===== config.mk =====
export PLATFORM = sky130hd
export DESIGN_NAME = hack_alu_driver
export DESIGN_NICKNAME = d
export VERILOG_FILES = /design/src/rtl/hack_alu_driver.sv
export SDC_FILE = /design/constraint.sdc
export NUM_CORES = 1
export LEC_CHECK = 0
export CORE_MARGIN = 2
export CORE_UTILIZATION = 45
export CTS_CLUSTER_SIZE = 40
export DETAILED_ROUTE_END_ITERATION = 8
export PLACE_DENSITY_LB_ADDON = 0.1
export SLEW_MARGIN = 20
export SYNTH_ARGS = -nofsm -noshare
export SYNTH_HDL_FRONTEND = slang
export SYNTH_SLANG_ARGS = --single-unit

===== constraint.sdc =====
create_clock -name clk -period 2.9 [get_ports clk]
set_clock_uncertainty 0.05 [all_clocks]
set_input_delay 0.87 -clock clk [delete_from_list [all_inputs] [get_ports clk]]
set_output_delay 0.87 -clock clk [all_outputs]
set_load 0.05 [all_outputs]

===== src/rtl/hack_alu_driver.sv =====
// Hack C/A-instruction controller: owns A, D, PC; drives an external ALU; optional HACK_ALU_FLAG_CHECK_EN flag checker.
// Latency: A-instr ready again 2 cycles after accept, C-instr 3 cycles (EXEC + COMMIT_C).
// Backpressure: instr_ready is high only in IDLE; instr_valid is ignored while busy.
module hack_alu_driver #(
    parameter int              DATA_W   = 16,
    parameter int              PC_W     = 15,
    parameter logic [PC_W-1:0] RESET_PC = '0
) (
    input  logic              clk,
    input  logic              rst_n,
    input  logic [15:0]       instr,
    input  logic              instr_valid,
    output logic              instr_ready,
    output logic [DATA_W-1:0] alu_x,
    output logic [DATA_W-1:0] alu_y,
    output logic              alu_zx,
    output logic              alu_nx,
    output logic              alu_zy,
    output logic              alu_ny,
    output logic              alu_f,
    output logic              alu_no,
    input  logic [DATA_W-1:0] alu_out,
    input  logic              alu_zr,
    input  logic              alu_ng,
    input  logic [DATA_W-1:0] inM,
    output logic [DATA_W-1:0] outM,
    output logic [PC_W-1:0]   addressM,
    output logic              writeM,
    output logic [PC_W-1:0]   pc,
    output logic              flag_err
);

    typedef enum logic [1:0] {S_IDLE, S_EXEC, S_COMMIT_C, S_COMMIT_A} state_t;

    state_t            state_q, state_d;
    logic [14:0]       ir_q, ir_d;
    logic [DATA_W-1:0] a_q, a_d, d_q, d_d, res_q, res_d;
    logic              zr_q, zr_d, ng_q, ng_d;
    logic [PC_W-1:0]   pc_q, pc_d;
    logic              jump;

`ifdef HACK_ALU_FLAG_CHECK_EN
    logic flag_err_q, flag_err_d;
    assign flag_err = flag_err_q;
`else
    assign flag_err = 1'b0;
`endif

    // Operands are steered continuously; only the control bits are gated to EXEC.
    assign alu_x    = d_q;
    assign alu_y    = ir_q[12] ? inM : a_q;
    assign addressM = a_q[PC_W-1:0];
    assign pc       = pc_q;

    always_comb begin
        state_d     = state_q;
        ir_d        = ir_q;
        a_d         = a_q;
        d_d         = d_q;
        res_d       = res_q;
        zr_d        = zr_q;
        ng_d        = ng_q;
        pc_d        = pc_q;
        instr_ready = 1'b0;
        alu_zx      = 1'b0;
        alu_nx      = 1'b0;
        alu_zy      = 1'b0;
        alu_ny      = 1'b0;
        alu_f       = 1'b0;
        alu_no      = 1'b0;
        writeM      = 1'b0;
        outM        = '0;
        jump        = 1'b0;
`ifdef HACK_ALU_FLAG_CHECK_EN
        flag_err_d  = flag_err_q;
`endif
        case (state_q)
            S_IDLE: begin
                instr_ready = 1'b1;
                if (instr_valid) begin
                    ir_d    = instr[14:0];
                    state_d = instr[15] ? S_EXEC : S_COMMIT_A;
                end
            end
            S_EXEC: begin
                {alu_zx, alu_nx, alu_zy, alu_ny, alu_f, alu_no} = ir_q[11:6];
                res_d   = alu_out;
                zr_d    = alu_zr;
                ng_d    = alu_ng;
`ifdef HACK_ALU_FLAG_CHECK_EN
                if ((alu_zr != (alu_out == '0)) || (alu_ng != alu_out[DATA_W-1]))
                    flag_err_d = 1'b1;
`endif
                state_d = S_COMMIT_C;
            end
            S_COMMIT_C: begin
                // a_q is still the pre-commit A here, so address and jump target see the old value.
                writeM  = ir_q[3];
                outM    = ir_q[3] ? res_q : '0;
                if (ir_q[5]) a_d = res_q;
                if (ir_q[4]) d_d = res_q;
                jump    = (ir_q[2] && ng_q) || (ir_q[1] && zr_q) || (ir_q[0] && !zr_q && !ng_q);
                pc_d    = jump ? a_q[PC_W-1:0] : pc_q + 1'b1;
                state_d = S_IDLE;
            end
            S_COMMIT_A: begin
                a_d     = {1'b0, ir_q[14:0]};
                pc_d    = pc_q + 1'b1;
                state_d = S_IDLE;
            end
            default: state_d = S_IDLE;
        endcase
    end

    always_ff @(posedge clk) begin
        if (!rst_n) begin
            state_q    <= S_IDLE;
            ir_q       <= '0;
            a_q        <= '0;
            d_q        <= '0;
            res_q      <= '0;
            zr_q       <= 1'b0;
            ng_q       <= 1'b0;
            pc_q       <= RESET_PC;
`ifdef HACK_ALU_FLAG_CHECK_EN
            flag_err_q <= 1'b0;
`endif
        end else begin
            state_q    <= state_d;
            ir_q       <= ir_d;
            a_q        <= a_d;
            d_q        <= d_d;
            res_q      <= res_d;
            zr_q       <= zr_d;
            ng_q       <= ng_d;
            pc_q       <= pc_d;
`ifdef HACK_ALU_FLAG_CHECK_EN
            flag_err_q <= flag_err_d;
`endif
        end
    end

endmodule


==> metrics.md, run 1 <==
| Metric | Value |
|---|---|
| Syn Nets | `560` |
| Status | `finished clean` |
| Syn Inst Count | `506` |
| Crit path DAT | `about 1.8 ns` |
| Layout Cells excl Fill | `725` |
| Worst reg2reg path endpoint | `pc[13]$_SDFFE_PN0P_` |
| CTS tree | `yes` |
| CTS Root Cell | `clkbuf_8` |
| Post-synth top flop | `dfxtp_1` |
| CP max stage delay | `~0.64 ns` |
| Layout area overhead | `44.8%` |
| GRT Residual Overflow | `0` |
| Global-route wire length before repair | `19.0 mm` |
| GRT met3 Usage | `5.85%` |
| Routability-driven placement congestion ratio | `0.811` |
| Initial Utilization | `a little under half` |
| Worst Hold Endpoint | `alu_x[3]$_SDFFE_PN0P_` |
| FF+latch count, synth | `82` |
| Power per cell area | `404 mW/mm²` |
| Final hold vios | `0` |
| CORE AREA | `0.00911 mm²` |
| DRC viols | `0` |
| Setup-failing EPs final | `0` |
| Crit Path Max Fanout | `12` |
| Sequential area share after synthesis | `about two fifths` |
| Synth unique cells | `49` |
| Layout cells sized above 1 | `13.8%` |
| Initial antenna violation count | `0` |
| Avg Inst Size Synth | `slightly above 8 µm²` |
| Commonest non-fill, non-tap cell in the layout | `nand2_1` |
| Tmin final | `~2.7 ns` |
| Final Cycle Share | `93.9%` |
| Vias in the first global route | `3790` |
| Drt pass-1 iters | `4` |
| Per-cell routed wire length | `16.1 µm` |
| Hold Path Class | `flop to flop` |
| Wirelength, routed | `11.7 mm` |
| DR iter-0 viols | `215` |
| FF-to-FF setup slack | `0.33 ns` |
| Total GRT Usage | `23.6%` |
| Slew @ Worst Pin | `~0.74 ns` |
| Mapped Area | `between 0.004 and 0.005 mm²` |
| Worst Setup SP | `ir_q[12]$_SDFFE_PN0P_` |
| H-tree Lvls | `3` |
| IO Count | `140` |
| Clock Path Buffers | `2` |
| Critical path class | `flop to output pin` |
| Clock transition at path regs | `~0.08 ns` |
| Largest net degree at the start of global routing | `55` |
| Antenna Cells | `0` |
| Num CTS Buffers | `9` |
| Layout Utilization | `around 66%` |
| CTS Sinks | `82` |
| Die ar. | `roughly 0.010 mm²` |
| Post-synth EDFFs | `0` |
| Delay-heaviest family, CP | `flip-flops` |
| Post-DRT Antenna Nets | `0` |
| Post-CTS setup buffer count | `0` |
| Max-Cap Viols | `0` |
| Pleak | `0.00224 µW` |
| Slowest CP cell | `dfxtp_1` |
| Fin Setup TNS | `0 ns` |
| Vias | `roughly 4000` |
| Max Fclk | `about 370 MHz` |
| Worst rel slew slack | `50.9%` |
| R2R depth | `5` |
| Die height | `100 µm` |
| Vias per inst | `5.50` |
| Peak VDD IR | `0.240 mV` |
| Input/output buffers | `138` |
| Post-DP HPWL | `8.50 mm` |
| Crit end category | `output pin` |
| GRT Max-Usage Layer | `met2` |
| Crit-path cells | `buf_4 > mux2_2 > buf_12` |
| WHS Path Cells | `2` |
| Hold path start | `alu_x[3]$_SDFFE_PN0P_` |
| Most frequent cells in the layout | `nand2_1, clkdlybuf4s50_1, dfxtp_1` |
| CP required | `1.98 ns` |
| # rows | `35` |
| # nets final | `663` |
| Startpoint types | `flop` |
| Die width | `approximately 100 µm` |
| Ys Warns | `0` |
| Final worst slack | `0.178 ns` |
| Routing usage on met1 | `30.0%` |
| RSZ-0062 raised after global routing | `false` |
| DP Worst Slack | `0.228 ns` |
| Hold WS | `0.413 ns` |
| Slew Viols, Final | `0` |
| Worst-skew pair later-pin latency | `0.35 ns` |
| Met2 Usage GRT | `39.9%` |
| Dpl cells | `709` |
| Reg2Reg Launch Point | `state_q[1]$_SDFFE_PN0P_` |
| Buf+Inv Stages, Crit Path | `2` |
| Async set-reset flop share out of synthesis | `0%` |
[flip-flops by register name (all words and copies together), names as in the netlist]
register and flops:
pc 15, ir_q 15, a_q 16, alu_x 16
res_q 16, state_q 2, zr_q 1, ng_q 1
[cell families (layout without fill, tap and decap cells)]
logic type,Yosys count,after routing,synth area share [%]
AO/OA/AOI/OAI,123,123,21.9
adder cells (fa/ha/maj),1,1,0.301
buffers and inverters,61,169,7.28
flip-flops,82,82,39.4
multiplexers,27,27,6.95
other,1,1,0.0901
AND/OR/NAND/NOR,211,211,24.0
[worst min-delay path, delay by kind of cell (launching register included)]
kind,cells,cell delay [ns]
AOI/OAI and AO/OA,1,0.05
and+or+nand+nor,1,0.05
DFF,1,0.32
[layout make-up]
type | count | area [µm²]
fillers | 776 | 3080
multi-input cells | 363 | 2220
repair buffers | 145 | 1820
flip-flops and latches | 82 | 1640
clock buffers | 12 | 155
well taps | 111 | 139
inverters | 8 | 30.0
clock inverters | 4 | 26.3
[Yosys cell counts, types with 2 or more instances]
library cell	count	area share, %
buf_4	16	2.9
o2bb2ai_1	2	0.42
o22ai_1	9	1.4
o21ai_0	13	1.6
nand3_1	21	2.5
o211a_1	8	1.9
buf_2	5	0.60
nand2b_1	2	0.30
o21a_1	7	1.3
and2_1	24	3.6
inv_1	8	0.72
clkbuf_1	30	2.7
nand2_1	122	11
a21oi_1	11	1.3
nand4_1	3	0.45
o211ai_1	2	0.36
nor3_1	7	0.84
mux2i_1	12	2.9
a211oi_1	3	0.54
o221ai_1	7	1.5
nor2_1	8	0.72
mux2_2	15	4.1
nor4_1	4	0.60
nand3b_1	8	1.4
and3_1	3	0.45
dfxtp_1	82	39
a21boi_0	52	9.4
[power breakdown]
part | switching [µW] | leakage [µW] | total [µW] | internal [µW]
Clock | 403 | 0.0000924 | 760 | 357
Combinational | 249 | 0.00148 | 467 | 217
Sequential | 48.0 | 0.000665 | 1210 | 1160
[worst max-delay path by stage]
| stage | slack (ns) | cells after the start | end |
|---|---|---|---|
| 5_1_grt | 0.07 | 4 | outM[9] |
| 6_report | 0.18 | 3 | alu_y[3] |
| 4_1_cts | 0.01 | 4 | outM[5] |
| 3_3_place_gp | 0.27 | 4 | alu_y[15] |
| 3_5_place_dp | 0.23 | 3 | alu_y[3] |
| 2_1_floorplan | 0.11 | 5 | outM[10] |
[metrics by stage]
step           total power, µW  area [µm²]
6_report                  2440        6030
5_1_grt                   2540        6030
4_1_cts                   2460        6030
3_5_place_dp              1700        5840
3_3_place_gp              1700        5840
2_1_floorplan             1500        4160
[layer usage]
metal  share of wire (%)  vias up
li1                    -     1947
met3                 6.9       20
met5                   0        -
met1                  41     1882
met2                  50      137
met4                 1.9        0
[what timing repair did]
item | CTS | global route
hold buffers | 0 | 0
resized for setup | 0 | 1
hold endpoints to repair | 0 | 0
setup endpoints to repair | 0 | 16
Power figures use the tool's default switching activity.
==> run 2, diff against run 1 <==
CORE_UTILIZATION = 25   (was 45)
CTS_CLUSTER_SIZE = unset   (was 40)
==> run 2 against run 1 <==
  * Non-clock buffer count rose by 9
  * First-iteration DRC count fell by 0.93%
  * Die area rose by 76%
  * Power rose by 17%
  * Critical path depth did not move
  * Largest cell class unchanged
  * Via count fell by 0.18%
  * Count of clock-buffer cells in the layout fell by 1
  * Fmax rose by 2.8%
  * Worst hold slack improved by 0.0046 ns
  * Critical path type is now primary input to output pin
  * Clock power rose by 50%
  * Worst setup slack improved by 0.074 ns
==> metrics.md, run 2 (synthesis gave the netlist of run 1 again) <==
| Metric | Value |
|---|---|
| Total GRT Usage | `between 10% and 20%` |
| Input/output buffers | `138` |
| CORE AREA | `0.0164 mm²` |
| Final hold vios | `0` |
| Vias per inst | `4.72` |
| GRT Max-Usage Layer | `met2` |
| Power per cell area | `447 mW/mm²` |
| FF-to-FF setup slack | `0.87 ns` |
| CP required | `1.98 ns` |
| CTS Root Cell | `clkbuf_16` |
| RSZ-0062 raised after global routing | `false` |
| Vias in the first global route | `3949` |
| Initial antenna violation count | `0` |
| Startpoint types | `primary input` |
| Die width | `133 µm` |
| Commonest non-fill, non-tap cell in the layout | `nand2_1` |
| Die height | `133 µm` |
| GRT Residual Overflow | `0` |
| Status | `finished clean` |
| Antenna Cells | `0` |
| Most frequent cells in the layout | `nand2_1, clkdlybuf4s50_1, dfxtp_1` |
| DR iter-0 viols | `213` |
| Setup-failing EPs final | `0` |
| WHS Path Cells | `2` |
| Pleak | `0.00234 µW` |
| Dpl cells | `827` |
| Final Cycle Share | `91.3%` |
| Peak VDD IR | `between 0.2 and 0.3 mV` |
| Layout Utilization | `38.7%` |
| Crit Path Max Fanout | `1` |
| Slew Viols, Final | `0` |
| CTS Sinks | `82` |
| Post-DP HPWL | `10.3 mm` |
| Drt pass-1 iters | `4` |
| Hold path start | `alu_x[4]$_SDFFE_PN0P_` |
| Crit path DAT | `1.73 ns` |
| Global-route wire length before repair | `22.4 mm` |
| DRC viols | `0` |
| GRT met3 Usage | `5.40%` |
| DP Worst Slack | `0.237 ns` |
| IO Count | `between 100 and 150` |
| Post-CTS sizing | `0` |
| Worst rel slew slack | `46.3%` |
| Layout Cells excl Fill | `843` |
| Initial Utilization | `around 25%` |
| Layout cells sized above 1 | `14.9%` |
| Hold WS | `0.418 ns` |
| Met2 Usage GRT | `25.7%` |
| Clock transition at path regs | `0.06 ns` |
| # nets final | `672` |
| Hold Path Class | `flop to flop` |
| Routability-driven placement congestion ratio | `0.783` |
| Slew @ Worst Pin | `0.804 ns` |
| Post-DRT Antenna Nets | `0` |
| Critical path class | `primary input to output pin` |
| Tmin final | `2.65 ns` |
| Fin Setup TNS | `0 ns` |
| Vias | `3979` |
| Per-cell routed wire length | `17.0 µm` |
| Die ar. | `0.0177 mm²` |
| Worst Hold Endpoint | `alu_x[4]$_SDFFE_PN0P_` |
| Reg2Reg Launch Point | `state_q[1]$_SDFFE_PN0P_` |
| Worst-skew pair later-pin latency | `between 0.3 and 0.4 ns` |
| Crit end category | `output pin` |
| Layout area overhead | `52.6%` |
| Post-CTS setup buffer count | `0` |
| R2R depth | `5` |
| H-tree Lvls | `3` |
| Routing usage on met1 | `21.4%` |
| # rows | `47` |
| Hold buffer count at cts | `0` |
| Largest net degree at the start of global routing | `52` |
| CTS tree | `yes` |
| Clock Path Buffers | `2` |
| Wirelength, routed | `14.4 mm` |
| Max Fclk | `378 MHz` |
| Worst reg2reg path endpoint | `pc[13]$_SDFFE_PN0P_` |
| Num CTS Buffers | `9` |
| Final worst slack | `0.252 ns` |
| Max-Cap Viols | `0` |
==> run 2: worst max-delay path by stage <==
stage,start,endpoint,depth (start not counted)
2_1_floorplan,state_q[1]$_SDFFE_PN0P_,outM[10],5
3_3_place_gp,inM[7],alu_y[7],3
3_5_place_dp,inM[3],alu_y[3],3
4_1_cts,state_q[0]$_SDFFE_PN0P_,outM[0],4
5_1_grt,state_q[0]$_SDFFE_PN0P_,outM[7],4
6_report,inM[3],alu_y[3],3
==> run 2: critical path: stages <==
cell	delay, ns
clkdlybuf4s50_1	0.41
mux2_2	0.30
buf_12	0.15
==> run 2: report_power, final <==
| group | total [µW] | internal [µW] | switching [µW] |
|---|---|---|---|
| registers | 1210 | 1160 | 44.1 |
| clock network | 1140 | 665 | 472 |
| logic | 494 | 226 | 268 |
| total | 2840 | 2050 | 784 |
==> run 2: stage by stage <==
| stage | power (µW) | instance area [µm²] |
|---|---|---|
| detailed placement | 1730 | 6060 |
| floorplan | 1500 | 4160 |
| global route | 2960 | 6350 |
| finish | 2840 | 6350 |
| CTS | 2890 | 6350 |
| global placement | 1730 | 6060 |
==> run 2: final cells by class <==
class,instances,area (µm²)
fill,1624,10100
multi-input combinational,363,2220
timing repair buffer,154,1900
sequential,82,1640
tap,220,275
clock buffer,11,233
clock inverter,5,55.1
inverter,8,30.0
==> run 2: metal layers <==
layer / wire length (µm) / share of wire, % / up-vias
li1: - / - / 1963
met1: 6570 / 46 / 1887
met2: 6600 / 46 / 116
met3: 1030 / 7.2 / 13
met4: 170 / 1.2 / 0
met5: 0 / 0 / -
